<file path="src/rtl/alu_arbiter.sv">
// alu_arbiter: round-robin controller for a shared add/sub/and/or datapath.
// Two valid/ready requesters; registered operands; tagged result held until accepted.
module alu_arbiter #(
  parameter int WIDTH = 4,
  parameter int CNTW  = 8
) (
  input  logic             clk,
  input  logic             rst,
  input  logic             req0_valid,
  input  logic [WIDTH-1:0] req0_a,
  input  logic [WIDTH-1:0] req0_b,
  input  logic [1:0]       req0_op,
  output logic             req0_ready,
  input  logic             req1_valid,
  input  logic [WIDTH-1:0] req1_a,
  input  logic [WIDTH-1:0] req1_b,
  input  logic [1:0]       req1_op,
  output logic             req1_ready,
  output logic             res_valid,
  input  logic             res_ready,
  output logic [WIDTH-1:0] res_y,
  output logic             res_id,
  output logic             res_carry,
  output logic             res_zero,
  output logic             busy,
  output logic [CNTW-1:0]  ops_done
);

  typedef enum logic [1:0] {IDLE, EXEC, DONE} state_t;

  state_t           state_q, state_d;
  logic             last_q;
  logic [WIDTH-1:0] a_q, b_q;
  logic [1:0]       op_q;
  logic             id_q;
  logic             res_valid_q;
  logic [WIDTH-1:0] res_y_q;
  logic             res_id_q, res_carry_q, res_zero_q;
  logic             busy_q;
  logic [CNTW-1:0]  cnt_q;

  logic             idle, gnt, accept, load, hs;
  logic [WIDTH:0]   add_w, sub_w;
  logic [WIDTH-1:0] alu_y;
  logic             alu_c;

  // On a tie the requester not served last wins.
  assign idle = (state_q == IDLE);
  assign gnt  = (req0_valid && req1_valid) ? ~last_q : req1_valid;

  assign req0_ready = idle && !rst && req0_valid && !gnt;
  assign req1_ready = idle && !rst && req1_valid && gnt;
  assign accept     = req0_ready || req1_ready;

  always_comb begin
    state_d = state_q;
    load    = 1'b0;
    hs      = 1'b0;
    unique case (state_q)
      IDLE: if (accept) state_d = EXEC;
      EXEC: begin
        load    = 1'b1;
        state_d = DONE;
      end
      DONE: if (res_ready) begin
        hs      = 1'b1;
        state_d = IDLE;
      end
      default: state_d = IDLE;
    endcase
  end

  // Subtract as a + ~b + 1; a clear top bit means a borrow.
  assign add_w = {1'b0, a_q} + {1'b0, b_q};
  assign sub_w = {1'b0, a_q} + {1'b0, ~b_q} + {{WIDTH{1'b0}}, 1'b1};

  always_comb begin
    alu_y = '0;
    alu_c = 1'b0;
    unique case (op_q)
      2'b00: begin
        alu_y = add_w[WIDTH-1:0];
        alu_c = add_w[WIDTH];
      end
      2'b01: begin
        alu_y = sub_w[WIDTH-1:0];
        alu_c = ~sub_w[WIDTH];
      end
      2'b10: alu_y = a_q & b_q;
      2'b11: alu_y = a_q | b_q;
      default: alu_y = '0;
    endcase
  end

  always_ff @(posedge clk or posedge rst) begin
    if (rst) begin
      state_q     <= IDLE;
      last_q      <= 1'b1;
      a_q         <= '0;
      b_q         <= '0;
      op_q        <= '0;
      id_q        <= 1'b0;
      res_valid_q <= 1'b0;
      res_y_q     <= '0;
      res_id_q    <= 1'b0;
      res_carry_q <= 1'b0;
      res_zero_q  <= 1'b0;
      busy_q      <= 1'b0;
      cnt_q       <= '0;
    end else begin
      state_q <= state_d;
      busy_q  <= (state_d != IDLE);
      if (accept) begin
        last_q <= gnt;
        id_q   <= gnt;
        a_q    <= gnt ? req1_a  : req0_a;
        b_q    <= gnt ? req1_b  : req0_b;
        op_q   <= gnt ? req1_op : req0_op;
      end
      if (load) begin
        res_valid_q <= 1'b1;
        res_y_q     <= alu_y;
        res_id_q    <= id_q;
        res_carry_q <= alu_c;
        res_zero_q  <= (alu_y == '0);
      end
      if (hs) begin
        res_valid_q <= 1'b0;
        cnt_q       <= cnt_q + 1'b1;
      end
    end
  end

  assign res_valid = res_valid_q;
  assign res_y     = res_y_q;
  assign res_id    = res_id_q;
  assign res_carry = res_carry_q;
  assign res_zero  = res_zero_q;
  assign busy      = busy_q;
  assign ops_done  = cnt_q;

endmodule

</file>
<file path="config.mk">
export PLATFORM = sky130hd
export DESIGN_NAME = alu_arbiter
export DESIGN_NICKNAME = d
export VERILOG_FILES = /design/src/rtl/alu_arbiter.sv
export SDC_FILE = /design/constraint.sdc
export NUM_CORES = 1
export LEC_CHECK = 0
export CORE_AREA = 2 2 72 74
export CTS_CLUSTER_DIAMETER = 200
export DETAILED_ROUTE_END_ITERATION = 8
export DIE_AREA = 0 0 74 76
export GPL_TIMING_DRIVEN = 0
export PLACE_DENSITY = 0.73
export SYNTH_ARGS = -nofsm -noshare
export SYNTH_HDL_FRONTEND = slang
export SYNTH_SLANG_ARGS = --single-unit
</file>
<file path="constraint.sdc">
create_clock -name clk -period 4.7 [get_ports clk]
set_input_delay 0.94 -clock clk [delete_from_list [all_inputs] [get_ports clk]]
set_output_delay 0.94 -clock clk [all_outputs]
set_load 0.02 [all_outputs]
</file>
==> metrics.cfg <==
[clocking]
cts_tree = built
postCtsSetupBuffers = 0
h-tree-depth = 2
ctsHoldBuffers = 0
root_buffer = clkbuf_8
insertion_delay_ns = 0.29
clk_path_buf_depth = 2
cts_buffers = 5
clkTransAtPathRegs_ns = 0.07
cts_sinks = 31
cts_resized = 0

[routing]
wl_mm = 3.37
vias = 1346
ant_nets = 0
drc_errors = 0
wl_per_cell_um = 11.5
vias_per_cell = 4.59
first_pass_iters = 4
drtIter0Drc = 80

[global_route]
overflow = 0
grt_max_degree = 32
grt_pass1_vias = 1341
grt_usage_pct = 13.4
grt_antenna_before_repair = 0
grt_pass1_wl_mm = 5.87

[synthesis]
ys.flop_type = dfrtp_1
synth_area_per_cell_um2 = 10.2
synthesis.instances = 172
synth_top_area_share_pct = 42.9
synth_edf_count = 0
synth_cell_type_count = 39
synth_nets = 212
ys_seq_area_share_pct = 44.4
synth.ff_latch_count = 31
netlist_area_mm2 = 0.00175
yosysWarnings = 0
async_reset_ff_share_pct = 100
yosysTopAreaCell = dfrtp_1
synthTopCellsByArea = dfrtp_1 (43%), ha_1 (9.3%), mux2i_1 (6.3%), a21oi_1 (4.3%), xnor2_1 (4.0%)

[place]
post-dp-hpwl_mm = 2.57
pre_cts_slack_ns = 1.05
place_congestion = 0.848
portBuffers = 43

[setup_path]
reg2reg_slack_ns = 2.62
worstPathArrival_ns = 2.68
cp-end-kind = output pin
criticalPathCategory = in2out
ff2ff_path_depth = 6
worstPathRequired_ns = 3.76
worstPathMaxFanout = 10
cp-start-kind = input pin

[timing]
layout_setup_ws_ns = 1.08
fin_worst_skew_ns = 0.00620
finalSetupViolCount = 0
finalSetupTns_ns = 0
fin_crit_ns = 3.62
hold_viol = 0
tightest_slew_ns = 1.16
grt_setup_unrepaired = no
period_share_pct = 77.1
max_freq_ghz = 0.276
maxSlewHeadroom_pct = 22.8
slew_violations = 0

[floorplan]
ioPinCount = 44
core_area_mm2 = 0.00491
die_h_um = 76
die_w_um = 74
rows = 26
start_util_pct = 35.7
design.die.area_mm2 = 0.00562

[cells_and_area]
layout-drive-gt1-share_pct = 9.42
area_growth_pct = 35.5
nets = 262
diodes = 0

[power_and_ir_drop]
p_leak_nw = 1.09
ir_drop_mv = 0.278
p_per_area_mw_per_mm2 = 593

[status]
status = completed

[worst_hold_path]
hold-path-cell-count = 1
hold_class = reg2reg

[run]
max_cap_viol_count = 0

worst paths after layout:
| path | start | to |
|---|---|---|
| setup / recovery | req1_valid | req0_ready |
| hold / removal | ops_done[7] | ops_done[7] |
| setup reg to reg | b_q[0] | res_zero |
| hold reg to reg | ops_done[7] | ops_done[7] |
| max in group asynchronous | rst | res_zero |
| min in group asynchronous | rst | busy |
cells in the mapped netlist, types with 2 or more instances:
| cell | count |
|---|---|
| a21oi_1 | 15 |
| and3_1 | 3 |
| buf_2 | 4 |
| dfrtp_1 | 30 |
| fa_1 | 2 |
| ha_1 | 13 |
| inv_1 | 12 |
| mux2i_1 | 11 |
| nand2_1 | 16 |
| nand2b_1 | 2 |
| nand3b_1 | 2 |
| nand4_1 | 3 |
| nor2_1 | 18 |
| nor3_1 | 2 |
| o21a_1 | 2 |
| o21ai_0 | 7 |
| xnor2_1 | 8 |
stage by stage:
step                      total power [mW]  utilization, %  std cells  instance area, µm²  hold slack [ns]
after floorplan                      0.944               -        172                1750            0.446
after CTS                             1.42            48.3        293                2370            0.481
after detailed placement              1.18            46.2        285                2270            0.470
final                                 1.41            48.3        293                2370            0.474
after global placement                1.15            46.2        285                2270            0.463
after global routing                  1.53            48.3        293                2370            0.501
report_power, final:
part / leakage, nW / internal, mW / switching, mW
Combinational: 0.664 / 0.347 / 0.369
Sequential: 0.373 / 0.370 / 0.0865
Clock: 0.0505 / 0.133 / 0.101
Total: 1.09 / 0.851 / 0.556
cell usage in the layout (no fill, tap or decap), types with 7 or more instances in the layout:
cell type and instances:
clkbuf_8 7, mux2i_1 11, ha_1 13, xnor2_1 8
o21ai_0 7, dfrtp_1 30, clkdlybuf4s50_1 43, a21oi_1 15
inv_1 12, nand2_1 16, nor2_1 18
worst max-delay path, stage by stage:
cell and delay [ns]:
clkdlybuf4s50_1 0.50, a21boi_1 0.28, buf_2 0.34, nor2_1 0.08, clkdlybuf4s50_1 0.55
cells by family after synthesis:
family | count (synthesis) | synth area share (%)
mux | 13 | 8.21
fa+ha+maj | 15 | 11.6
buf+inv | 19 | 4.57
simple gates | 52 | 14.4
compound gates | 34 | 12.9
flops | 31 | 44.4
xor+xnor | 8 | 4.00
state kept, by name (all words and copies together) (netlist names), 2 cells and up:
name / count
res_y: 4
ops_done: 8
op_q: 2
a_q: 4
state_q: 2
b_q: 4
cell type report:
class / count / area (µm²)
repair buffers: 43 / 430
inverters: 13 / 48.8
clock buffers: 7 / 96.3
flip-flops and latches: 31 / 777
fillers: 473 / 2540
well taps: 70 / 87.6
clock inverters: 1 / 7.51
plain buffers: 6 / 31.3
multi-input cells: 122 / 895
layer usage:
| layer | share of wire [%] | GRT usage [%] |
|---|---|---|
| met1 | 45 | 17.4 |
| met2 | 48 | 20.7 |
| met3 | 5.4 | 4.23 |
| met4 | 1.9 | 4.91 |
| met5 | 0 | 0 |
Power figures use the tool's default switching activity.
